### src/rtl/muldiv_unit_if.sv
// Request/response bundle between the issue stage and muldiv_unit.
// The master drives the operation; the slave (muldiv_unit) returns the write-back pair.
interface muldiv_unit_if #(
    parameter int unsigned N = 32
);
    logic         start;
    logic [2:0]   funct3;
    logic [N-1:0] rs1_val;
    logic [N-1:0] rs2_val;
    logic [4:0]   rd_in;
    logic         busy;
    logic         done;
    logic [N-1:0] result;
    logic [4:0]   rd_out;

    modport master (
        output start, funct3, rs1_val, rs2_val, rd_in,
        input  busy, done, result, rd_out
    );

    modport slave (
        input  start, funct3, rs1_val, rs2_val, rd_in,
        output busy, done, result, rd_out
    );
endinterface

### src/rtl/muldiv_unit.sv
// Iterative RV-style multiply/divide unit: shift-add multiply, restoring divide, N cycles per op.
// Define MULDIV_FAST_MUL_EN to compute multiplies combinationally in a single CALC cycle.
module muldiv_unit #(
    parameter int unsigned N = 32
) (
    input logic         clk,
    input logic         reset,
    muldiv_unit_if.slave bus
);
    localparam int unsigned CW = $clog2(N) + 1;

    typedef enum logic [1:0] {StIdle, StCalc, StDone} state_e;

    state_e         state_q, state_d;
    logic [CW-1:0]  cnt_q, cnt_d;
    logic [2:0]     op_q;
    logic [4:0]     rd_q;
    logic [N-1:0]   opa_q;
    logic [N-1:0]   opb_q;
    logic [2*N:0]   acc_q, acc_d;
    logic           neg_q, dzero_q;
    logic [N-1:0]   result_q, result_d;
    logic [4:0]     rd_out_q, rd_out_d;
    logic           load;

    // Operand conditioning at acceptance: everything runs on magnitudes.
    logic           a_signed, b_signed, a_neg, b_neg, in_div;
    logic [N-1:0]   a_mag, b_mag;

    assign in_div   = bus.funct3[2];
    assign a_signed = (bus.funct3 == 3'b001) || (bus.funct3 == 3'b010) ||
                      (bus.funct3 == 3'b100) || (bus.funct3 == 3'b110);
    assign b_signed = (bus.funct3 == 3'b001) || (bus.funct3 == 3'b100) ||
                      (bus.funct3 == 3'b110);
    assign a_neg    = a_signed & bus.rs1_val[N-1];
    assign b_neg    = b_signed & bus.rs2_val[N-1];
    assign a_mag    = a_neg ? -bus.rs1_val : bus.rs1_val;
    assign b_mag    = b_neg ? -bus.rs2_val : bus.rs2_val;

    // acc holds {partial product/remainder, multiplier/quotient}.
    logic [2*N:0]   mul_nxt, div_nxt, acc_nxt;
    logic [N:0]     rem_sh, diff;
    logic           fast_mul;

`ifdef MULDIV_FAST_MUL_EN
    assign fast_mul = 1'b1;
    assign mul_nxt  = {1'b0, {{N{1'b0}}, opb_q} * {{N{1'b0}}, acc_q[N-1:0]}};
`else
    logic [N:0]     madd;
    assign fast_mul = 1'b0;
    assign madd     = acc_q[2*N:N] + (acc_q[0] ? {1'b0, opb_q} : {(N+1){1'b0}});
    assign mul_nxt  = {1'b0, madd, acc_q[N-1:1]};
`endif

    assign rem_sh  = {acc_q[2*N-1:N], acc_q[N-1]};
    assign diff    = rem_sh - {1'b0, opb_q};
    assign div_nxt = diff[N] ? {rem_sh, acc_q[N-2:0], 1'b0} : {diff, acc_q[N-2:0], 1'b1};
    assign acc_nxt = op_q[2] ? div_nxt : mul_nxt;

    logic [2*N-1:0] prod;
    logic [N-1:0]   quo, rem, final_res;
    logic           finish;

    assign prod   = neg_q ? -acc_nxt[2*N-1:0] : acc_nxt[2*N-1:0];
    assign quo    = dzero_q ? {N{1'b1}} : (neg_q ? -acc_nxt[N-1:0] : acc_nxt[N-1:0]);
    assign rem    = dzero_q ? opa_q : (neg_q ? -acc_nxt[2*N-1:N] : acc_nxt[2*N-1:N]);
    assign finish = (cnt_q == CW'(N - 1)) || (fast_mul && !op_q[2]);

    always_comb begin
        final_res = quo;
        case (op_q)
            3'b000:                   final_res = prod[N-1:0];
            3'b001, 3'b010, 3'b011:   final_res = prod[2*N-1:N];
            3'b100, 3'b101:           final_res = quo;
            default:                  final_res = rem;
        endcase
    end

    always_comb begin
        state_d  = state_q;
        cnt_d    = cnt_q;
        acc_d    = acc_q;
        result_d = result_q;
        rd_out_d = rd_out_q;
        load     = 1'b0;
        unique case (state_q)
            StIdle: begin
                if (bus.start) begin
                    load    = 1'b1;
                    cnt_d   = '0;
                    state_d = StCalc;
                end
            end
            StCalc: begin
                cnt_d = cnt_q + CW'(1);
                acc_d = acc_nxt;
                if (finish) begin
                    state_d  = StDone;
                    result_d = final_res;
                    rd_out_d = rd_q;
                end
            end
            StDone:  state_d = StIdle;
            default: state_d = StIdle;
        endcase
    end

    always_ff @(posedge clk) begin
        if (reset) begin
            state_q  <= StIdle;
            cnt_q    <= '0;
            op_q     <= '0;
            rd_q     <= '0;
            opa_q    <= '0;
            opb_q    <= '0;
            acc_q    <= '0;
            neg_q    <= 1'b0;
            dzero_q  <= 1'b0;
            result_q <= '0;
            rd_out_q <= '0;
        end else begin
            state_q  <= state_d;
            cnt_q    <= cnt_d;
            result_q <= result_d;
            rd_out_q <= rd_out_d;
            if (load) begin
                op_q    <= bus.funct3;
                rd_q    <= bus.rd_in;
                opa_q   <= bus.rs1_val;
                opb_q   <= in_div ? b_mag : a_mag;
                acc_q   <= {{(N+1){1'b0}}, (in_div ? a_mag : b_mag)};
                // Remainder follows the dividend sign; products and quotients the sign product.
                neg_q   <= (bus.funct3[2:1] == 2'b11) ? a_neg : (a_neg ^ b_neg);
                dzero_q <= (bus.rs2_val == '0);
            end else begin
                acc_q   <= acc_d;
            end
        end
    end

    assign bus.busy   = (state_q != StIdle);
    assign bus.done   = (state_q == StDone);
    assign bus.result = result_q;
    assign bus.rd_out = rd_out_q;
endmodule

### src/flat_wrapper.sv
// flat-port wrapper written by rule: the top's interface ports become plain ports
module muldiv_unit_flat 
#(
    parameter int unsigned N = 32
)
  (clk, reset, bus_start, bus_funct3, bus_rs1_val, bus_rs2_val, bus_rd_in, bus_busy, bus_done, bus_result, bus_rd_out);
  muldiv_unit_if #(.N(N)) bus_i ();
  input logic clk;
  input logic reset;
  input wire logic [$bits(bus_i.start)-1:0] bus_start;
  input wire logic [$bits(bus_i.funct3)-1:0] bus_funct3;
  input wire logic [$bits(bus_i.rs1_val)-1:0] bus_rs1_val;
  input wire logic [$bits(bus_i.rs2_val)-1:0] bus_rs2_val;
  input wire logic [$bits(bus_i.rd_in)-1:0] bus_rd_in;
  output wire logic [$bits(bus_i.busy)-1:0] bus_busy;
  output wire logic [$bits(bus_i.done)-1:0] bus_done;
  output wire logic [$bits(bus_i.result)-1:0] bus_result;
  output wire logic [$bits(bus_i.rd_out)-1:0] bus_rd_out;
  assign bus_i.start = bus_start;
  assign bus_i.funct3 = bus_funct3;
  assign bus_i.rs1_val = bus_rs1_val;
  assign bus_i.rs2_val = bus_rs2_val;
  assign bus_i.rd_in = bus_rd_in;
  assign bus_busy = bus_i.busy;
  assign bus_done = bus_i.done;
  assign bus_result = bus_i.result;
  assign bus_rd_out = bus_i.rd_out;
  muldiv_unit #(.N(N)) u_core (.clk(clk), .reset(reset), .bus(bus_i));
endmodule
### config.mk
export PLATFORM = sky130hd
export DESIGN_NAME = muldiv_unit_flat
export DESIGN_NICKNAME = d
export VERILOG_FILES = /design/src/rtl/muldiv_unit_if.sv /design/src/rtl/muldiv_unit.sv /design/src/flat_wrapper.sv
export SDC_FILE = /design/constraint.sdc
export NUM_CORES = 1
export LEC_CHECK = 0
export CAP_MARGIN = 20
export CORE_ASPECT_RATIO = 1.2
export CORE_UTILIZATION = 30
export DETAILED_ROUTE_END_ITERATION = 8
export HOLD_SLACK_MARGIN = 0.15
export PLACE_DENSITY_LB_ADDON = 0.3
export SETUP_SLACK_MARGIN = 0.02
export SLEW_MARGIN = 30
export SYNTH_ARGS = -nofsm -noshare
export SYNTH_HDL_FRONTEND = slang
export SYNTH_SLANG_ARGS = --single-unit
export TNS_END_PERCENT = 100
### constraint.sdc
create_clock -name clk -period 7.9 [get_ports clk]
set_clock_uncertainty 0.05 [all_clocks]
set_input_delay 1.58 -clock clk [delete_from_list [all_inputs] [get_ports clk]]
set_output_delay 1.58 -clock clk [all_outputs]
set_load 0.03 [all_outputs]
==> impl_metrics.py, run 1 <==
metrics = {
    "timing": {
        "slew_violations": 0,
        "worst_hold_slack_ps": 404,
        "max_slew.worst_pin.slew_ps": 1030,
        "min_period_ps": 7350,
        "period_share": 0.930,
        "slew_headroom": 0.310,
        "setup_violations": 0,
        "max_freq_ghz": 0.136,
        "setup_ws_ps": 555,
        "tns_ps": 0,
        "hold_viol_final": 0,
        "grt_setup_unrepaired": "false",
    },
    "synth": {
        "yosys.cell_types.count": 101,
        "mappedNetlistNets": 2628,
        "synth_cells": 2481,
        "synth.avg_cell_area_um2": 6.95,
        "synthArstFlopShare": 0,
        "synth_area_leaders": "dfxtp_1 (21%), nand2_1 (8.3%), a21oi_1 (8.1%), nor2_1 (5.2%), ha_1 (5.1%)",
        "synth_ff_type": "dfxtp_1",
        "synth_area_leader_cell": "dfxtp_1",
        "ys_warn_count": 0,
        "netlist.area_leader.share": 0.214,
        "ys_ff_latch": 184,
        "synth_sequential_area_ratio": 0.214,
        "synth_edf_count": 0,
        "syn_area_um2": 17200,
    },
    "pwr": {
        "clkPwrFrac": 0.290,
        "ir_drop_mv": 0.177,
        "combPwrFrac": 0.388,
        "switching_share": 0.426,
        "fin_total_pwr_mw": 3.26,
        "intPower_mw": 1.88,
        "seqPwrFrac": 0.322,
        "leakage_nw": 6.99,
        "power-per-cell-area_nw_per_um2": 168,
        "power_switching_mw": 1.39,
    },
    "die": {
        "ios": 114,
        "fp-row-count": 95,
        "start_util": 0.306,
        "core_area_um2": 56300,
        "die_x_um": 221,
        "die_y_um": 265,
        "dieArea_um2": 58400,
    },
    "routing": {
        "wl_met1_um": 30300,
        "ant_nets": 0,
        "drc": 0,
        "firstDrtPassIters": 6,
        "top_layer": "met5",
        "met3_length_um": 4060,
        "wl_met2_um": 34700,
        "drt_iter0_drc": 1755,
        "viasPerCell": 5.91,
        "num_vias": 19000,
        "routedWlPerCell_um": 22.8,
        "wl_um": 73300,
    },
    "critical_path": {
        "crit_start": "u_core.acc_q[31]$_SDFFE_PP0P_",
        "cp.required_ps": 8230,
        "path_max_fanout": 40,
        "start_kind": "flop",
        "end_kind": "flop",
        "worstPathArrival_ps": 7670,
        "critPathKind": "flop to flop",
        "reg2reg_slack_ps": 550,
        "reg2reg_from": "u_core.acc_q[31]$_SDFFE_PP0P_",
    },
    "layout": {
        "area_growth_pct": 13.1,
        "fin_util": 0.346,
        "post_layout_nonfiller_instances": 3213,
        "stdcell_area_um2": 19500,
        "antenna_cells": 0,
        "drive_gt1_frac": 0.0519,
        "nets": 2620,
    },
    "clock_network": {
        "clockBufferDepth": 2,
        "cts_root_buffer": "clkbuf_16",
        "clk_pin_slew_ps": 80,
        "cts_tree": "yes",
        "h-tree-depth": 4,
        "numCtsBuffers": 17,
        "post_cts_buffers": 0,
        "clock_latency_ps": 490,
        "cts_resized": 0,
        "cts.sinks": 184,
        "hold_buffers": 0,
    },
    "placed_design": {
        "gp_congestion": 0.973,
        "dp.cells": 3181,
        "dp_hpwl_um": 56500,
        "dp_slack_ps": 723,
        "port_buffers": 113,
        "placed_cell_area_um2": 18900,
    },
    "global_routing": {
        "track_usage": 0.249,
        "antenna_found_initial": 2,
        "grt_max_degree": 86,
        "grt_pass1_vias": 18000,
        "grt-ovfl-total": 0,
        "grt_pass1_wl_um": 111000,
    },
    "run": {
        "max_cap_viol_count": 0,
    },
    "min_path": {
        "hold_class": "flop to flop",
        "holdCritStartpoint": "u_core.rd_q[0]$_SDFFE_PP0P_",
    },
    "status": {
        "status": "finished, final reports clean",
    },
}
[layout make-up]
cell class                 instances  area [µm²]
clock buffer                      17         425
clock inverter                    15         198
timing repair buffer             143        1370
multi-input combinational       2062       12600
sequential                       184        3690
tap                              727         910
fill                            6180       36900
inverter                          65         244
[power groups by stage]
stage | logic [mW] | registers (mW) | clock network [mW]
after floorplan | 0.863 | 1.04 | 0
after global placement | 1.23 | 1.07 | 0
after detailed placement | 1.24 | 1.07 | 0
after CTS | 1.25 | 1.05 | 0.961
after global routing | 1.36 | 1.06 | 0.996
final | 1.27 | 1.05 | 0.947
[synthesized netlist by cell type, drive strengths merged, types with 7 or more instances]
library cell  count
a2111oi           7
a211o            11
a211oi           78
a21boi            9
a21o             21
a21oi           282
a221oi           13
a311oi           13
a31oi            14
and2             47
and3             13
buf              48
clkbuf          122
dfxtp           184
ha               70
inv              63
mux2              8
mux2i            59
nand2           382
nand2b           17
nand3            45
nand3b            8
nand4            20
nor2            240
nor2b            22
nor3             94
nor4             22
o211ai           81
o21a             16
o21ai           150
o21bai            9
o221ai            8
o31ai            22
o41ai            10
or2              10
or3              19
or4               9
xnor2            84
xor2             66
[critical path, cell delays in order, from the launching register on]
cell	delay [ps]
dfxtp_1	430
inv_1	70
ha_1	220
fa_1	400
nand2b_1	220
a21oi_1	310
o211ai_1	210
a21oi_1	340
o221ai_1	240
o21ai_0	330
a21o_1	160
a21o_1	110
ha_1	240
buf_4	300
nor3b_1	390
o211ai_1	200
nor3_1	280
and3_1	280
nand4_1	210
or3_1	480
o31ai_2	640
nand4_1	190
nor3_1	230
nor2_1	70
or3_1	370
a22o_1	230
[kinds of logic after synthesis]
kind of cell	Yosys count	share of synthesized area
compound gates	803	0.305
xor+xnor	150	0.0762
fa+ha+maj	72	0.0531
buf+inv	235	0.0545
flops	184	0.214
mux	67	0.0395
simple gates	970	0.258
[routing by layer]
layer	global-route usage	vias to the layer above
met3	0.0303	175
met1	0.312	9100
met2	0.410	748
met5	0	-
met4	0.138	4
li1	-	8965
[registers in the layout, indices dropped and copies added (netlist names)]
signal and count:
u_core.neg_q 1, u_core.opa_q 32, u_core.rd_q 5, u_core.op_q 3, u_core.dzero_q 1, u_core.bus.result 32
u_core.bus.rd_out 5, u_core.acc_q 65, u_core.cnt_q 6, u_core.opb_q 32, u_core.state_q 2
[final timing paths]
check                                                     endpoint  cells past startpoint
worst max-delay path            u_core.bus.result[31]$_SDFFE_PP0P_                     25
worst min-delay path             u_core.bus.rd_out[0]$_SDFFE_PP0P_                      2
worst max register to register  u_core.bus.result[31]$_SDFFE_PP0P_                     25
worst min register to register   u_core.bus.rd_out[0]$_SDFFE_PP0P_                      2
[placed cells by master (no fill, tap or decap), types with 16 or more instances in the layout]
| cell | synthesis | layout |
|---|---|---|
| nand2_1 | 382 | 381 |
| a21oi_1 | 280 | 280 |
| nor2_1 | 239 | 238 |
| dfxtp_1 | 184 | 182 |
| o21ai_0 | 143 | 143 |
| clkdlybuf4s50_1 | 0 | 111 |
| nor3_1 | 94 | 93 |
| xnor2_1 | 84 | 84 |
| o211ai_1 | 79 | 79 |
| a211oi_1 | 74 | 74 |
| ha_1 | 70 | 70 |
| xor2_1 | 66 | 66 |
| inv_1 | 63 | 63 |
| mux2i_1 | 59 | 59 |
| nand3_1 | 45 | 45 |
| and2_1 | 45 | 44 |
| buf_4 | 5 | 30 |
| a21o_1 | 21 | 21 |
| nor2b_1 | 22 | 21 |
| o31ai_1 | 21 | 21 |
| nand4_1 | 20 | 20 |
| nor4_1 | 20 | 20 |
| or3_1 | 18 | 18 |
| clkbuf_16 | 0 | 17 |
| nand2b_1 | 17 | 16 |
| o21a_1 | 16 | 16 |
(Power assumes the default switching activity.)
==> run 2: changes to the inputs <==
--- a/config.mk
+++ b/config.mk
@@ -11,8 +11,8 @@
 export DETAILED_ROUTE_END_ITERATION = 8
 export HOLD_SLACK_MARGIN = 0.15
 export PLACE_DENSITY_LB_ADDON = 0.3
+export RECOVER_POWER = 50
 export SETUP_SLACK_MARGIN = 0.02
-export SLEW_MARGIN = 30
 export SYNTH_ARGS = -nofsm -noshare
 export SYNTH_HDL_FRONTEND = slang
 export SYNTH_SLANG_ARGS = --single-unit
==> run 2 against run 1 <==
  * The run now ends with max-capacitance violations, max-slew violations left
  * Cell area shrank 0.46%
  * Global-route usage shrank 0.17 points
  * Core utilization shrank 0.16 points
  * Sequential share of layout area grew 0.087 points
  * First-iteration DRC count shrank 4.3%
  * Setup slack gained 42 ps
  * Worst hold slack is essentially flat
  * Fmax grew 0.58%
  * Die area is the same
  * Via count shrank 0.83%
  * Clock power shrank 3.2%
  * Critical path type unchanged
  * Largest power group unchanged
==> impl_metrics.py, run 2 (same netlist as run 1, synthesis figures left out) <==
metrics = {
    "clock_network": {
        "h-tree-depth": 4,
        "clockBufferDepth": 2,
        "cts_tree": "yes",
        "numCtsBuffers": 17,
        "clock_latency_ps": 490,
        "cts_root_buffer": "clkbuf_16",
        "cts_resized": 0,
        "cts.sinks": 184,
        "post_cts_buffers": 0,
        "hold_buffers": 0,
        "clk_pin_slew_ps": 90,
    },
    "critical_path": {
        "crit_start": "u_core.acc_q[31]$_SDFFE_PP0P_",
        "worstSetupEndpoint": "u_core.bus.result[31]$_SDFFE_PP0P_",
        "start_kind": "flop",
        "cp.required_ps": 8220,
        "worstPathArrival_ps": 7630,
        "cp_slowest_cell": "o31ai_2",
        "cp_top_family": "simple AND/OR/NAND/NOR gates",
        "path_max_fanout": 40,
        "reg2reg_depth": 25,
        "reg2reg_to": "u_core.bus.result[31]$_SDFFE_PP0P_",
        "crit_cells": 25,
        "reg2reg_from": "u_core.acc_q[31]$_SDFFE_PP0P_",
        "path_buf_inv": 2,
        "end_kind": "flop",
        "slowest_delay_ps": 610,
        "critPathKind": "flop to flop",
        "reg2reg_slack_ps": 600,
    },
    "die": {
        "die_y_um": 265,
        "die_x_um": 221,
        "ios": 114,
        "start_util": 0.306,
        "core_area_um2": 56300,
        "dieArea_um2": 58400,
        "fp-row-count": 95,
    },
    "status": {
        "status": "finished with violations",
        "violations": "max-capacitance violations, max-slew violations",
    },
    "pwr": {
        "leakage_nw": 7.08,
        "fin_total_pwr_mw": 3.23,
        "ir_drop_mv": 0.177,
        "power-per-cell-area_nw_per_um2": 167,
    },
    "global_routing": {
        "grt_max_degree": 100,
        "antenna_found_initial": 0,
        "grt-ovfl-total": 0,
        "grt_pass1_wl_um": 110000,
        "grt_pass1_vias": 17900,
        "track_usage": 0.248,
    },
    "layout": {
        "largest_reg_flops": 65,
        "drive_gt1_frac": 0.0483,
        "mostFrequentLayoutCell": "nand2_1",
        "area_growth_pct": 12.5,
        "regMostFlops": "u_core.acc_q",
        "antenna_cells": 0,
        "nets": 2619,
        "stdcell_area_um2": 19400,
        "final_cell_mix": "nand2_1 (382), a21oi_1 (280), nor2_1 (239), dfxtp_1 (182), o21ai_0 (143)",
    },
    "run": {
        "max_cap_viol_count": 5,
    },
    "routing": {
        "wl_um": 73100,
        "routedWlPerCell_um": 22.8,
        "drc": 0,
        "viasPerCell": 5.86,
        "ant_nets": 0,
        "drt_iter0_drc": 1679,
        "firstDrtPassIters": 5,
        "num_vias": 18800,
    },
    "min_path": {
        "min_path_cells": 2,
        "hold_class": "flop to flop",
    },
    "timing": {
        "min_period_ps": 7300,
        "period_share": 0.924,
        "max_slew.worst_pin.slew_ps": 4150,
        "setup_violations": 0,
        "hold_viol_final": 0,
        "slew_violations": 279,
        "max_freq_ghz": 0.137,
        "tns_ps": 0,
        "grt_setup_unrepaired": "false",
        "slew_headroom": -1.76,
        "setup_ws_ps": 597,
    },
    "placed_design": {
        "placed_cell_area_um2": 18800,
        "gp_congestion": 0.973,
        "port_buffers": 113,
        "dp_hpwl_um": 56400,
        "dp_slack_ps": 733,
    },
}
## run 2: cell count changes in the layout (fill, tap and decap cells not counted), sizes merged
cell / change
bufinv: -1
clkinv: -1
clkbuf: +3
clkdlybuf4s50: -40
buf: -4
clkinvlp: +2
dlygate4sd3: +40
## run 2: area by class of cell
type | instances | area [µm²]
clock buffer | 17 | 425
clock inverter | 15 | 169
fill | 6150 | 36900
inverter | 65 | 244
multi-input combinational | 2062 | 12600
sequential | 184 | 3690
tap | 727 | 910
timing repair buffer | 142 | 1330
## run 2: how the worst min path moves through the flow
stage,start,end,slack [ps]
after floorplan,u_core.opa_q[23]$_SDFFE_PP0P_,u_core.opa_q[23]$_SDFFE_PP0P_,380
final,u_core.bus.rd_out[4]$_SDFFE_PP0P_,u_core.bus.rd_out[4]$_SDFFE_PP0P_,400
after CTS,u_core.rd_q[0]$_SDFFE_PP0P_,u_core.bus.rd_out[0]$_SDFFE_PP0P_,410
after global routing,u_core.rd_q[2]$_SDFFE_PP0P_,u_core.bus.rd_out[2]$_SDFFE_PP0P_,430
after detailed placement,u_core.rd_q[0]$_SDFFE_PP0P_,u_core.bus.rd_out[0]$_SDFFE_PP0P_,400
after global placement,u_core.rd_q[2]$_SDFFE_PP0P_,u_core.bus.rd_out[2]$_SDFFE_PP0P_,390
## run 2: through the flow
stage                      util  instances  hold slack, ps
after global routing      0.344       3212             426
final                     0.344       3212             404
after global placement    0.334       3180             388
after floorplan               -       2481             381
after CTS                 0.345       3212             408
after detailed placement  0.334       3180             395
## run 2: layer usage
metal | track usage | wire, µm | vias up
li1 | - | - | 8968
met1 | 0.309 | 30200 | 8982
met2 | 0.420 | 35300 | 731
met3 | 0.0250 | 4110 | 154
met4 | 0.121 | 3510 | 0
met5 | 0 | 0 | -
## run 2: power breakdown
part	total (mW)	switching, mW	leakage [nW]	internal [mW]
Clock	0.917	0.488	0.285	0.429
Sequential	1.05	0.0728	1.50	0.979
Combinational	1.26	0.830	5.29	0.434
## run 2: worst reg2reg max path, stage by stage, from the launching register on
cell and delay, ps:
dfxtp_1 430, inv_1 70, ha_1 220, fa_1 400
nand2b_1 230, a21oi_1 310, o211ai_1 210, a21oi_1 330
o221ai_1 250, o21ai_0 320, a21o_1 160, a21o_1 110
ha_1 240, buf_4 310, nor3b_1 390, o211ai_1 200
nor3_1 300, and3_1 290, nand4_1 200, or3_1 470
o31ai_2 610, nand4_1 190, nor3_1 240, nor2_1 80
or3_1 370, a22o_1 230
==> run 3: changes to the inputs <==
--- a/config.mk
+++ b/config.mk
@@ -13,6 +13,7 @@
 export PLACE_DENSITY_LB_ADDON = 0.3
 export RECOVER_POWER = 50
 export SETUP_SLACK_MARGIN = 0.02
+export SLEW_MARGIN = 20
 export SYNTH_ARGS = -nofsm -noshare
 export SYNTH_HDL_FRONTEND = slang
 export SYNTH_SLANG_ARGS = --single-unit
==> results of run 3 <==
No change in the layout: final DEF, timing and power equal those of run 2.
==> patch (config.mk and constraints of run 3) <==
`N` is set to 32 in 3 places; all go to 16.
--- a/src/rtl/muldiv_unit_if.sv
+++ b/src/rtl/muldiv_unit_if.sv
@@ -3,3 +3,3 @@
 interface muldiv_unit_if #(
-    parameter int unsigned N = 32
+    parameter int unsigned N = 16
 );
--- a/src/rtl/muldiv_unit.sv
+++ b/src/rtl/muldiv_unit.sv
@@ -3,3 +3,3 @@
 module muldiv_unit #(
-    parameter int unsigned N = 32
+    parameter int unsigned N = 16
 ) (
--- a/src/flat_wrapper.sv
+++ b/src/flat_wrapper.sv
@@ -3,3 +3,3 @@
 #(
-    parameter int unsigned N = 32
+    parameter int unsigned N = 16
 )
Interface: changed (resized bus_result, bus_rs1_val and bus_rs2_val); port bits go from 114 to 66. The function was not compared with the original's and may differ.
==> patch against run 3 <==
  * Largest cell class unchanged
  * Design area shrank 50%
  * Sequential cell count is 81 lower
  * Power shrank 49%
  * Non-clock buffer count decreased by 66
  * Critical path type unchanged
  * Via count is 54% lower
  * Sequential share of layout area grew 2.2 points
  * Count of clock-buffer cells in the layout down 8
  * The run still ends with capacitance limit, slew limit left
  * Routed wire length fell by 61%
  * Synthesized area down 50%
  * Worst setup slack gained 1.3 ns
  * Clock power is 47% lower
  * Sequential power decreased by 45%
==> patch: results (changes against run 3) <==
R2R Setup Slk 1.87 ns (+1.28 ns); peak supply drop 0.000114 V (-36%); crit-path max cell delay 0.62 ns; dpl hpwl 21.6 mm (-62%); Routed WL 28.7 mm (-61%); largest net degree at the start of global routing 68 (-32%); share of cells above drive strength 1 4.32% (-0.51 points); Hold Path Origin u_core.rd_q[3]; post-synthesis xor/xnor area fraction 8.31% (+0.68 points); GRT Util Overall 19.8% (-5.0 points); Post CTS Setup Buffer Count 0 (unchanged); hold endpoint u_core.bus.rd_out[3]; Largest register FFs 33 (-49%); Buffers on Ports 65 (-42%); Hold Crit Class flop to flop; vias per cell 5.47 (-6.7%); Lkg Pwr 3.68 nW (-48%); sequential cell area fraction in the yosys report 24.1% (+2.8 points); WP data arrival 6.07 ns (-1.56 ns); maxcap violations 2 (-3); Async SR Flop Fraction 0% (unchanged); Clk Latency, worst-skew pair 0.36 ns (-0.13 ns); slowest CP cell nor2_1; adder-cell area share of the yosys netlist 6.18% (+0.87 points); Synth Flop Type dfxtp_1; critical path's top delay family simple AND/OR/NAND/NOR gates; CTS buffer count 9 (-8); clock buffer depth 2 (unchanged); post_cts resized 0 (unchanged); Synth cell types 75 (-26%); # diodes 0 (unchanged); worst-path fanout max 20 (-50%); drt first pass iters 5 (unchanged); Biggest register u_core.acc_q; NetSw 0.000633 W (-54%); first-pass GRT wire length 44.8 mm (-59%); status complete, but fails checks; yosys warns 0 (unchanged); Compound-Gate Fraction of Synth Area 29.6% (-0.90 points); H-tree lvl count 3 (-1); antenna violations before repair 0 (unchanged); Slew Viols, Final 122 (-56%); worst r2r path cells 24 (-4.0%); CTS clk-pin slew, worst paths 0.08 ns; Final Wtd Congestion 0.941 (-3.3%); r2r startpoint u_core.acc_q[15]; violated checks capacitance limit, slew limit; Worst-Margin Slew 3.12 ns (-1.02 ns); top cells by area, synth dfxtp_1 24%, a21oi_1 8.0%, nand2_1 7.5%, nor2_1 5.9%, ha_1 5.7%; number of global-route vias before repair 7919 (-56%); root buffer cell clkbuf_16; Syn Nets 1275 (-51%); hold path cells 2 (unchanged); DRT iter0 DRCs 580 (-65%); mux contribution to synthesized area 3.24% (-0.71 points); Commonest cells post-synth 171 x nand2_1, 136 x a21oi_1, 134 x nor2_1; Crit Reg-Reg Endpoint u_core.bus.result[4]
patch: cell count changes after synthesis, sizes merged, moves of 38 or more:
cell | before | now
nand2 | 382 | 171
nor2 | 240 | 134
clkbuf | 122 | 69
o211ai | 81 | 33
a21oi | 282 | 138
o21ai | 150 | 60
nor3 | 94 | 26
buf | 48 | 10
dfxtp | 184 | 103
patch: metrics by stage:
stage | instances | setup WS (ns) | hold WS, ns | instance area [um^2] | utilization (%)
2_1_floorplan | 1191 | 3.31 | 0.379 | 8540 | -
3_3_place_gp | 1567 | 2.18 | 0.390 | 9440 | 33.8
3_5_place_dp | 1567 | 2.11 | 0.392 | 9440 | 33.8
4_1_cts | 1583 | 2.08 | 0.404 | 9750 | 34.9
5_1_grt | 1583 | 1.35 | 0.426 | 9730 | 34.9
6_report | 1583 | 1.87 | 0.400 | 9730 | 34.9
patch: cell type report:
type / instances / area (um^2)
Clock buffer: 9 / 225
Clock inverter: 7 / 88.8
Fill cell: 3004 / 18200
Inverter: 40 / 150
Multi-Input combinational cell: 969 / 6010
Sequential cell: 103 / 2060
Tap cell: 379 / 474
Timing Repair Buffer: 76 / 719
patch: worst max path at each step:
stage                           startpoint                   end  slack, ns
after CTS                 u_core.acc_q[15]  u_core.bus.result[4]       2.08
after global routing      u_core.acc_q[15]  u_core.bus.result[4]       1.35
after floorplan           u_core.acc_q[15]  u_core.bus.result[9]       3.31
after global placement    u_core.acc_q[15]  u_core.bus.result[4]       2.18
after detailed placement  u_core.acc_q[15]  u_core.bus.result[4]       2.11
final                     u_core.acc_q[15]  u_core.bus.result[4]       1.87
patch: logic make-up (layout without fill, tap and decap cells):
family,after synthesis,count (layout)
fa+ha+maj,41,41
xor+xnor,81,81
simple gates,439,439
compound gates,381,381
flops,103,103
mux,27,27
buf+inv,119,132
patch: per-layer routing:
metal,GRT usage (%),routed length [um]
met2,32.6,13600
met5,0,0
met4,9.58,1170
met1,25.6,12700
met3,2.02,1220
patch: power groups by stage:
stage / clock network [W] / logic (W) / registers (W)
floorplan: 0 / 0.000419 / 0.000575
finish: 0.000485 / 0.000586 / 0.000580
global placement: 0 / 0.000573 / 0.000590
global route: 0.000512 / 0.000640 / 0.000584
CTS: 0.000490 / 0.000580 / 0.000579
detailed placement: 0 / 0.000577 / 0.000591
